--- config.mk ---
export PLATFORM = sky130hd
export DESIGN_NAME = dmem_wb_bridge_flat
export DESIGN_NICKNAME = d
export VERILOG_FILES = /design/src/rtl/dmem_wb_bridge_pkg.sv /design/src/rtl/dmem_wb_bridge_if.sv /design/src/rtl/dmem_wb_bridge_bus_timeout.sv /design/src/rtl/dmem_wb_bridge.sv /design/src/flat_wrapper.sv
export SDC_FILE = /design/constraint.sdc
export NUM_CORES = 1
export LEC_CHECK = 0
export ABC_AREA = 1
export BUFFER_PORTS_ARGS = -buffer_cell sky130_fd_sc_hd__buf_2
export CAP_MARGIN = 30
export CELL_PAD_IN_SITES_DETAIL_PLACEMENT = 1
export CELL_PAD_IN_SITES_GLOBAL_PLACEMENT = 1
export CORE_MARGIN = 2
export CORE_UTILIZATION = 35
export DETAILED_ROUTE_END_ITERATION = 12
export GPL_TIMING_DRIVEN = 0
export PLACE_DENSITY = 0.89
export SLEW_MARGIN = 5
export SYNTH_ARGS = -nofsm -noshare
export SYNTH_HDL_FRONTEND = slang
export SYNTH_SLANG_ARGS = --single-unit
--- constraint.sdc ---
create_clock -name clk -period 3.7 [get_ports clk]
set_clock_uncertainty 0.1 [all_clocks]
set_input_delay 0.925 -clock clk [delete_from_list [all_inputs] [get_ports clk]]
set_output_delay 0.925 -clock clk [all_outputs]
set_load 0.1 [all_outputs]
--- src/rtl/dmem_wb_bridge_pkg.sv ---
`default_nettype none
// ============================================================================
// Module   : dmem_wb_bridge_pkg
// Purpose  : Shared types for the data-memory Wishbone bridge.
//            The package holds the following items:
//              - mem_req_t: the request word from the memory unit.
//              - mtrans_t: the response word.
//              - dmem_wb_state_t: the bridge state encoding.
//              - The counter width used by the optional bus watchdog.
//              - word_align(): a word-alignment helper.
// Revision : 1.0  initial release
// ============================================================================
package dmem_wb_bridge_pkg;

  // One aligned word request as produced by the execute-stage memory unit.
  typedef struct packed {
    logic [31:0] a;
    logic        we;
    logic [3:0]  be;
    logic [31:0] d;
  } mem_req_t;

  typedef logic [31:0] mtrans_t;

  typedef enum logic [1:0] {
    IDLE = 2'd0,
    BUS  = 2'd1,
    RESP = 2'd2
  } dmem_wb_state_t;

  // Wide enough for the full legal TIMEOUT_CYCLES range (1..65535).
  localparam int unsigned C_TIMEOUT_W = 16;

  // Byte offset is meaningless on a word bus: clear address bits [1:0].
  function automatic logic [31:0] word_align(input logic [31:0] a);
    return a & ~32'h0000_0003;
  endfunction

endpackage
`default_nettype wire

--- src/rtl/dmem_wb_bridge_if.sv ---
`default_nettype none
// ============================================================================
// Module   : dmem_wb_bridge_if
// Purpose  : Decoupled request/response channels between the memory unit
//            and the data-side bus bridge.
//   req_valid/req_ready/req_data    : request channel (mem_req_t)
//   resp_valid/resp_ready/resp_data : response channel (32-bit word)
//   modport master : memory-unit side
//   modport slave  : bridge side
// Revision : 1.0  initial release
// ============================================================================
interface dmem_wb_bridge_if;
  import dmem_wb_bridge_pkg::*;

  logic     req_valid;
  logic     req_ready;
  mem_req_t req_data;
  logic     resp_valid;
  logic     resp_ready;
  mtrans_t  resp_data;

  modport master (
    output req_valid, req_data, resp_ready,
    input  req_ready, resp_valid, resp_data
  );

  modport slave (
    input  req_valid, req_data, resp_ready,
    output req_ready, resp_valid, resp_data
  );

endinterface
`default_nettype wire

--- src/rtl/dmem_wb_bridge_bus_timeout.sv ---
`default_nettype none
// ============================================================================
// Module   : dmem_wb_bridge_bus_timeout
// Purpose  : Wait counter for a pending Wishbone transfer.
//   clk       : core clock
//   rst       : asynchronous active-low reset
//   i_clr     : hold counter at zero (bridge not in its bus phase)
//   i_en      : count one bus cycle that ended without ack/err
//   o_expired : this cycle is the TIMEOUT_CYCLES-th waiting bus cycle
// Revision : 1.0  initial release
// ============================================================================
module dmem_wb_bridge_bus_timeout
  import dmem_wb_bridge_pkg::*;
#(
  parameter int unsigned TIMEOUT_CYCLES = 255
) (
  input  logic clk,
  input  logic rst,
  input  logic i_clr,
  input  logic i_en,
  output logic o_expired
);

  // Count holds the number of waiting bus cycles already completed, so
  // expiry is flagged while the last permitted cycle is in progress.
  localparam logic [C_TIMEOUT_W-1:0] C_LAST = C_TIMEOUT_W'(TIMEOUT_CYCLES - 1);

  logic [C_TIMEOUT_W-1:0] r_count;

  always_ff @(posedge clk or negedge rst) begin
    if (!rst) begin
      r_count <= '0;
    end else if (i_clr) begin
      r_count <= '0;
    end else if (i_en) begin
      r_count <= r_count + 1'b1;
    end
  end

  assign o_expired = i_en && (r_count == C_LAST);

endmodule
`default_nettype wire

--- src/rtl/dmem_wb_bridge.sv ---
`default_nettype none
// ============================================================================
// Module   : dmem_wb_bridge
// Purpose  : Runs one memory-unit request at a time as a Wishbone-classic
//            single transfer and returns the read word (zero for stores).
//   clk        : core clock, rising edge
//   rst        : asynchronous active-low reset
//   mem        : request/response channels (slave modport)
//   resp_err   : response ended in bus error or timeout (qualifies valid)
//   wb_*_o     : registered Wishbone master outputs
//   wb_dat_i, wb_ack_i, wb_err_i : Wishbone slave returns
// Build option: define MILL_BUS_TIMEOUT_EN to abort a transfer after
//               TIMEOUT_CYCLES bus cycles without ack/err.
// Revision : 1.0  initial release
// ============================================================================
module dmem_wb_bridge
  import dmem_wb_bridge_pkg::*;
#(
  parameter int unsigned TIMEOUT_CYCLES = 255
) (
  input  logic                   clk,
  input  logic                   rst,
  dmem_wb_bridge_if.slave        mem,
  output logic                   resp_err,
  output logic                   wb_cyc_o,
  output logic                   wb_stb_o,
  output logic                   wb_we_o,
  output logic [31:0]            wb_adr_o,
  output logic [3:0]             wb_sel_o,
  output logic [31:0]            wb_dat_o,
  input  logic [31:0]            wb_dat_i,
  input  logic                   wb_ack_i,
  input  logic                   wb_err_i
);

  dmem_wb_state_t r_state;
  logic           w_timeout;

  // Ready depends on state alone so request valid never reaches an output
  // combinationally.
  assign mem.req_ready = (r_state == IDLE);

`ifdef MILL_BUS_TIMEOUT_EN
  if (1) begin : g_timeout
    dmem_wb_bridge_bus_timeout #(
      .TIMEOUT_CYCLES (TIMEOUT_CYCLES)
    ) u_bus_timeout (
      .clk       (clk),
      .rst       (rst),
      .i_clr     (r_state != BUS),
      .i_en      ((r_state == BUS) && !wb_ack_i && !wb_err_i),
      .o_expired (w_timeout)
    );
  end
`else
  // No watchdog: a transfer waits for ack/err indefinitely. The expression is
  // constant false across the legal parameter range.
  assign w_timeout = (TIMEOUT_CYCLES == 0);
`endif

  always_ff @(posedge clk or negedge rst) begin
    if (!rst) begin
      r_state        <= IDLE;
      wb_cyc_o       <= 1'b0;
      wb_stb_o       <= 1'b0;
      wb_we_o        <= 1'b0;
      wb_adr_o       <= '0;
      wb_sel_o       <= '0;
      wb_dat_o       <= '0;
      mem.resp_valid <= 1'b0;
      mem.resp_data  <= '0;
      resp_err       <= 1'b0;
    end else begin
      case (r_state)
        IDLE: begin
          if (mem.req_valid) begin
            wb_cyc_o <= 1'b1;
            wb_stb_o <= 1'b1;
            wb_we_o  <= mem.req_data.we;
            wb_adr_o <= word_align(mem.req_data.a);
            wb_sel_o <= mem.req_data.be;
            wb_dat_o <= mem.req_data.d;
            r_state  <= BUS;
          end
        end

        BUS: begin
          // Error beats a simultaneous ack; a real termination beats expiry.
          if (wb_err_i || (!wb_ack_i && w_timeout)) begin
            wb_cyc_o       <= 1'b0;
            wb_stb_o       <= 1'b0;
            mem.resp_valid <= 1'b1;
            mem.resp_data  <= '0;
            resp_err       <= 1'b1;
            r_state        <= RESP;
          end else if (wb_ack_i) begin
            wb_cyc_o       <= 1'b0;
            wb_stb_o       <= 1'b0;
            mem.resp_valid <= 1'b1;
            mem.resp_data  <= wb_we_o ? '0 : wb_dat_i;
            resp_err       <= 1'b0;
            r_state        <= RESP;
          end
        end

        RESP: begin
          if (mem.resp_ready) begin
            mem.resp_valid <= 1'b0;
            r_state        <= IDLE;
          end
        end

        default: begin
          r_state <= IDLE;
        end
      endcase
    end
  end

endmodule
`default_nettype wire

--- src/flat_wrapper.sv ---
// flat-port wrapper written by rule: the top's interface ports become plain ports
module dmem_wb_bridge_flat import dmem_wb_bridge_pkg::*;
#(
  parameter int unsigned TIMEOUT_CYCLES = 255
)
  (clk, rst, resp_err, wb_cyc_o, wb_stb_o, wb_we_o, wb_adr_o, wb_sel_o, wb_dat_o, wb_dat_i, wb_ack_i, wb_err_i, mem_req_valid, mem_req_data, mem_resp_ready, mem_req_ready, mem_resp_valid, mem_resp_data);
  dmem_wb_bridge_if mem_i ();
  input  logic clk;
  input  logic rst;
  output logic resp_err;
  output logic wb_cyc_o;
  output logic wb_stb_o;
  output logic wb_we_o;
  output logic [31:0] wb_adr_o;
  output logic [3:0] wb_sel_o;
  output logic [31:0] wb_dat_o;
  input  logic [31:0] wb_dat_i;
  input  logic wb_ack_i;
  input  logic wb_err_i;
  input wire logic [$bits(mem_i.req_valid)-1:0] mem_req_valid;
  input wire logic [$bits(mem_i.req_data)-1:0] mem_req_data;
  input wire logic [$bits(mem_i.resp_ready)-1:0] mem_resp_ready;
  output wire logic [$bits(mem_i.req_ready)-1:0] mem_req_ready;
  output wire logic [$bits(mem_i.resp_valid)-1:0] mem_resp_valid;
  output wire logic [$bits(mem_i.resp_data)-1:0] mem_resp_data;
  assign mem_i.req_valid = mem_req_valid;
  assign mem_i.req_data = mem_req_data;
  assign mem_i.resp_ready = mem_resp_ready;
  assign mem_req_ready = mem_i.req_ready;
  assign mem_resp_valid = mem_i.resp_valid;
  assign mem_resp_data = mem_i.resp_data;
  dmem_wb_bridge #(.TIMEOUT_CYCLES(TIMEOUT_CYCLES)) u_core (.clk(clk), .rst(rst), .mem(mem_i), .resp_err(resp_err), .wb_cyc_o(wb_cyc_o), .wb_stb_o(wb_stb_o), .wb_we_o(wb_we_o), .wb_adr_o(wb_adr_o), .wb_sel_o(wb_sel_o), .wb_dat_o(wb_dat_o), .wb_dat_i(wb_dat_i), .wb_ack_i(wb_ack_i), .wb_err_i(wb_err_i));
endmodule
### Word level (Yosys, flattened, before mapping)

Cells that the tools add are included.

* eq/ne operators: 5
* mux-type cells: 17
* reduce and logical (&&, ||, !) cells: 9

Operators with widths (count)
* 32-bit two-way mux: 3
* 3-bit AND reduction: 3
* 2-bit two-way mux: 4
* 1-bit two-way mux: 7
* 2-bit one-hot mux with 3 select lines: 1
* 2-bit nonzero test: 3
* 2-bit != test (second input constant): 2
* 1-bit one-hot mux with 2 select lines: 2
* 2-bit AND reduction: 2
* 3-bit != test (second input constant): 1
* 2-bit by 1-bit equality test with 1-bit output (second input constant): 1
* 2-bit equality test (second input constant): 1
* 2-bit logical NOT: 1

* bits of input ports: 107
* output and inout bits: 106
* logic and storage cells: 40
* register bits after elaboration: 104

### Depth between registers and ports, before layout

Gate-level depths: netlist of the first run.

* depth after elaboration: 3
* mapped depth: 7
* depth with buffers taken out: 5

### Worst setup path before layout of the first run

OpenSTA, ideal clock, no wires.

* path type: register to output
* start: register u_core.wb_cyc_o (netlist name)
* end: output wb_stb_o
* data required time: 2675 ps
* setup slack: 1335 ps
* path buffers: 1
* cell stages (with the launch flop): 2
* arrival: 1340 ps
* path through: dfrtp_1 buf_4

RTL lines
* end, declared: RTL line flat_wrapper.sv:12 `output logic wb_stb_o;`

### Worst setup path in the final report of the first run

* start: register u_core.r_state[1]
* end: output mem_req_ready

* word-level cells in the longest chain between the ends: 1

RTL lines
* start, declared: RTL line dmem_wb_bridge.sv:36 `dmem_wb_state_t r_state;`
* start signal, assigned: RTL line dmem_wb_bridge.sv:63 `r_state <= IDLE;`
* start signal, assigned: RTL line dmem_wb_bridge.sv:83 `r_state <= BUS;`
* start signal, assigned: RTL line dmem_wb_bridge.sv:95 `r_state <= RESP;`
* 2-bit logical NOT: RTL line dmem_wb_bridge.sv:41 `assign mem.req_ready = (r_state == IDLE);`
* end, declared: RTL line flat_wrapper.sv:23 `output wire logic [$bits(mem_i.req_ready)-1:0] mem_req_ready;`

Every way passes these cells.

==> results of run 1 <==
worst min-delay path by stage:
stage	end	cells after the start	start	slack, ns
global placement	u_core.wb_adr_o[20]	2	u_core.wb_adr_o[20]	0.35
CTS	u_core.wb_sel_o[0]	2	u_core.wb_sel_o[0]	0.37
global route	u_core.wb_dat_o[18]	2	u_core.wb_dat_o[18]	0.40
finish	u_core.wb_dat_o[23]	2	u_core.wb_dat_o[23]	0.37
floorplan	u_core.r_state[1]	2	u_core.r_state[1]	0.49
detailed placement	u_core.wb_sel_o[0]	2	u_core.wb_sel_o[0]	0.35
kinds of logic (layout without fill, tap and decap cells):
logic type	count (synthesis)	count (layout)	synth area share, %
other	1	2	0.0857
DFF	104	104	59.4
AOI/OAI and AO/OA	2	2	0.229
buffers and inverters	43	265	5.54
and+or+nand+nor	378	378	34.7
through the flow:
step | instance area, µm² | setup slack (ns) | instances | hold WS, ns | util, %
after floorplan | 4380 | 1.34 | 529 | 0.491 | -
after global placement | 5620 | 0.485 | 903 | 0.350 | 46.4
after detailed placement | 5650 | 1.29 | 904 | 0.354 | 46.7
after CTS | 5940 | 0.903 | 919 | 0.371 | 49.1
after global routing | 5940 | 0.821 | 919 | 0.399 | 49.1
final | 5940 | 0.930 | 919 | 0.369 | 49.1
state kept, by name (all words and copies together), names as in the netlist:
register and cells:
u_core.mem.resp_data 32, u_core.wb_we_o 1, u_core.wb_adr_o 30, u_core.wb_cyc_o 1, u_core.wb_dat_o 32, u_core.mem.resp_valid 1
u_core.resp_err 1, u_core.r_state 2, u_core.wb_sel_o 4
critical path, delay by kind of cell, from the launching register on:
kind          cells  cell delay, ns
flops             1            0.45
simple gates      1            0.23
buf+inv           2            0.72
cells in the mapped netlist (all sizes together):
master,n
o21ai,2
buf,28
conb,1
nand2,274
clkbuf,10
dfrtp,104
nor2,36
nand3,68
inv,5
cell usage in the layout, fill, tap and decap left out, types with 4 or more instances in the layout:
cell type	netlist	routed
nand2_1	272	272
buf_4	7	8
clkbuf_1	7	9
clkbuf_16	0	9
buf_2	20	225
nand3_1	68	68
inv_1	5	5
clkbuf_8	3	4
dfrtp_1	104	104
nor2_1	34	34
layout make-up:
class,instances,area [µm²]
Fill cell,1578,6170
Sequential cell,104,2600
Multi-Input combinational cell,382,1540
Timing Repair Buffer,207,1060
Clock buffer,12,246
Buffer,38,224
Tap cell,168,210
Clock inverter,3,42.5
Inverter,5,18.8
routing by layer:
layer,part of all wire (%),wire length [µm],global-route usage [%]
met4,1.6,230,7.70
met2,52,7320,40.0
met1,39,5550,24.2
met5,0,0,0
met3,7.3,1030,5.86
==> run metrics, run 1 <==
Post-Syn Instances=528; average wire per cell in the routed design=between 15 and 20 µm; run status=finished, final reports clean; CP startpoint kind=flip-flop; post-synth design cell area=roughly 0.0044 mm²; warning count from the yosys run=0; clock tree from TritonCTS=done; max capacitance violation total=0; routed via count divided by cell count=4.65; Clock Sink Count=approximately 100; max frequency=0.361 GHz; mean area per synthesized cell=a little over 8 µm²; worst setup path end=mem_req_ready; maximum level of the CTS H-tree=3; Max clock buf depth=2; nets@finish=about 850; Post-Route WL=14.1 mm; final worst-path cycle share=74.9%; remaining global-route overflow=0; cell with the largest stage delay on the worst path=buf_2; Relative slew margins=48.6%; clock-pin slew on the worst setup and hold paths=about 0.070 ns; required time of the worst setup path=around 2.7 ns; hold violation total from the final report=0; number of rows created at floorplan=40; critical path fanouts, max=10; largest stage delay on the critical path=0.46 ns; post-cts resize count=0; antenna diode count=0; post-route DRC violation count=0; Inserted Clock Buffers=9; width of the die=116 µm; area growth from synthesis to final layout=35.7%; setup repair after global routing missed its margin=no; post-synthesis cell type with the largest combined area=dfrtp_1; clock tree root driver cell=clkbuf_16; floorplan die area=~0.013 mm²; Setup-failing EPs final=0; IO Pins=213; clock period minus worst slack=around 2.8 ns; share of Yosys cell area claimed by the top area cell type=approximately three fifths; synth unique cells=15; Port Buffer Count=206; leading post-synthesis cells by cell area=dfrtp_1, nand2_1, nand3_1; DRC marker count from the first detailed-route iteration=217; Crit. End Element=primary output; number of cells on the worst reg-to-reg path=6; Tightest Pin Transition=0.772 ns; via total after detailed routing=4273; total negative slack for setup checks=0 ns; sequential area share after synthesis=slightly below 60%; chip height=116 µm; critical path start-end classification=reg2out; Post-DRT Antenna Nets=0; CP startpoint=u_core.r_state[1]; Starting Density=between 30% and 40%; post-CTS setup buffer count=0; Core Region=0.0121 mm²; vias in the first global route=~4700; half-perimeter wire length after placement=roughly 11 mm; ratio of cells with drive above 1 in the final layout=about a third; number of pins exceeding their max-slew limit in the final report=0; hold buffers post-CTS=0; critical path arrival=approximately 1.8 ns; global-route total usage across every layer=roughly 22%; DRT Pass-1 Iters=4; first-pass GRT wire length=approximately 23 mm; CP most frequent cell=buf_2; placer congestion estimate=a little over 0.8; reg-to-reg setup timing slack=about 2.1 ns; type of the worst min-delay path=reg2reg; maximum number of pins on one net before global-route repair=between 50 and 60; initial antenna violation count=0; origin of the critical flop-to-flop path=u_core.r_state[1]; RR Endpoint=u_core.wb_dat_o[30]; Yosys reg bits=about 100; list of cells traversed by the critical path=nor2_4 -> buf_2 -> buf_2; clock insertion delay at the later pin of the skew report=0.34 ns
Power of run 1 is not shown: default switching activity piles up to over one toggle a cycle in this logic, so the estimate is an artifact.
==> run 2: changes to the inputs <==
Settings changed: ABC_AREA 1 to 0, CORE_UTILIZATION 35 to 31, PLACE_DENSITY 0.89 to 0.78.
Clock period 3.7 ns to 2.4 ns, I/O delays scaled along.
==> run metrics, run 2 <==
Core Region=0.0133 mm²; fill cell instance count of the final layout=around 1500; vias in the first global route=between 3000 and 4000; final non-filler cell total=704; Clock Sink Count=about 100; Max clock buf depth=2; post-cts resize count=0; chip height=roughly 120 µm; DRT Pass-1 Iters=4; floorplan die area=0.0146 mm²; Setup-failing EPs final=0; placer congestion estimate=approximately 0.7; Relative slew margins=54.3%; hold violation total from the final report=0; sequential area share after synthesis=around three fifths; reg-to-reg setup timing slack=roughly 0.67 ns; mean area per synthesized cell=~14 µm²; async set or reset register ratio after synthesis=100%; highest-count cells in the layout ignoring fill and taps=buf_2, dfrtp_1, mux2_2; Crit. End Element=primary output; remaining global-route overflow=0; Port Buffer Count=~210; Post-DRT Antenna Nets=0; average wire per cell in the routed design=between 15 and 20 µm; Post-Syn Instances=302; clock insertion delay at the later pin of the skew report=0.34 ns; DRC marker count from the first detailed-route iteration=100; post-CTS setup buffer count=0; Inserted Clock Buffers=9; Starting Density=between 30% and 40%; via total after detailed routing=3033; number of rows created at floorplan=42; clock tree root driver cell=clkbuf_16; nets@finish=between 600 and 700; setup repair after global routing missed its margin=no; antenna diode count=0; post-route DRC violation count=0; leading post-synthesis cells by cell area=dfrtp_1, mux2_2, mux2i_1; clock-pin slew on the worst setup and hold paths=roughly 0.070 ns; clock tree from TritonCTS=done; Yosys reg bits=104; post-synth design cell area=around 0.0042 mm²; width of the die=~120 µm; max frequency=roughly 0.48 GHz; CP startpoint kind=flip-flop; Post-Route WL=10.8 mm; maximum number of pins on one net before global-route repair=56; final core utilization=between 40% and 50%; critical path fanouts, max=5; global-route total usage across every layer=between 10% and 20%; area growth from synthesis to final layout=37.1%; run status=finished, final reports clean; Post-synth EDFFs=0; Cells after DPL=around 690; critical path start-end classification=reg2out; most frequently used cell type in the post-synthesis netlist=dfrtp_1; maximum level of the CTS H-tree=3; half-perimeter wire length after placement=about 8.4 mm; clock period minus worst slack=2.08 ns; most used flip-flop cell after synthesis=dfrtp_1; commonest cells in the synthesized netlist=dfrtp_1, mux2_2, inv_1, mux2i_1, nand2_1; most frequent standard cell in the layout excluding fill and tap cells=buf_2; post-synthesis cell type with the largest combined area=dfrtp_1; max capacitance violation total=0; type of the worst min-delay path=in2async; first-pass GRT wire length=~17 mm; final worst-path cycle share=between 80% and 90%; largest registers=u_core.mem.resp_data x32, u_core.wb_dat_o x32, u_core.wb_adr_o x30; Tightest Pin Transition=approximately 0.69 ns; critical path arrival=~1.4 ns; routed via count divided by cell count=4.31; hold buffers post-CTS=0; ratio of cells with drive above 1 in the final layout=approximately three fifths; IO Pins=between 200 and 250; share of Yosys cell area claimed by the top area cell type=slightly above 60%; initial antenna violation count=1; required time of the worst setup path=~1.7 ns; synth unique cells=22; number of pins exceeding their max-slew limit in the final report=0; warning count from the yosys run=0
-- run 2: final timing paths --
| kind | startpoint | endpoint | depth (start not counted) |
|---|---|---|---|
| worst max-delay path | u_core.r_state[0] | mem_req_ready | 2 |
| worst min-delay path | rst | u_core.wb_sel_o[0] | 1 |
| worst max register to register | u_core.r_state[0] | u_core.wb_dat_o[20] | 6 |
| worst min register to register | u_core.mem.resp_valid | u_core.mem.resp_valid | 1 |
| max in group asynchronous | rst | u_core.mem.resp_data[3] | 2 |
| min in group clk | u_core.mem.resp_valid | u_core.mem.resp_valid | 1 |
-- run 2: kinds of logic (layout without fill, tap and decap cells) --
family,Yosys count,in the layout,synth area share (%)
other cells,1,2,0.0888
flops,104,104,61.6
compound gates,3,3,0.563
simple gates,43,43,4.39
mux,100,100,27.4
buf+inv,51,276,5.93
-- run 2: worst max-delay path, cell delays in order (launching register included) --
cell and delay (ns):
dfrtp_1 0.45, nor2_4 0.14, buf_2 0.44
-- run 2: layout make-up --
type                       instances  area, µm²  share of cell area (%)
buffer                            18        126                    2.18
clock buffer                      13        250                    4.32
clock inverter                     3       17.5                   0.303
inverter                          33        124                    2.14
multi-input combinational        148       1380                    23.8
sequential                       104       2600                    45.0
tap                              176        220                    3.80
timing repair buffer             209       1070                    18.5
-- run 2: per-stage QoR --
step | TNS, ns | worst slack, ns | cell area, µm² | hold WS, ns
2_1_floorplan | 0 | 0.305 | 4230 | 0.204
4_1_cts | 0 | 0.291 | 5790 | 0.213
3_3_place_gp | -48.19 | -0.472 | 5490 | 0.361
3_5_place_dp | 0 | 0.386 | 5520 | 0.360
6_report | 0 | 0.323 | 5790 | 0.183
5_1_grt | 0 | 0.257 | 5790 | 0.225
-- run 2: layer usage --
| metal | wire [µm] | global-route usage [%] | share of wire [%] |
|---|---|---|---|
| met1 | 4240 | 17.0 | 39 |
| met2 | 5480 | 26.5 | 51 |
| met3 | 851 | 4.91 | 7.9 |
| met4 | 185 | 6.32 | 1.7 |
| met5 | 0 | 0 | 0 |
Power of run 2 is left out for the same reason.
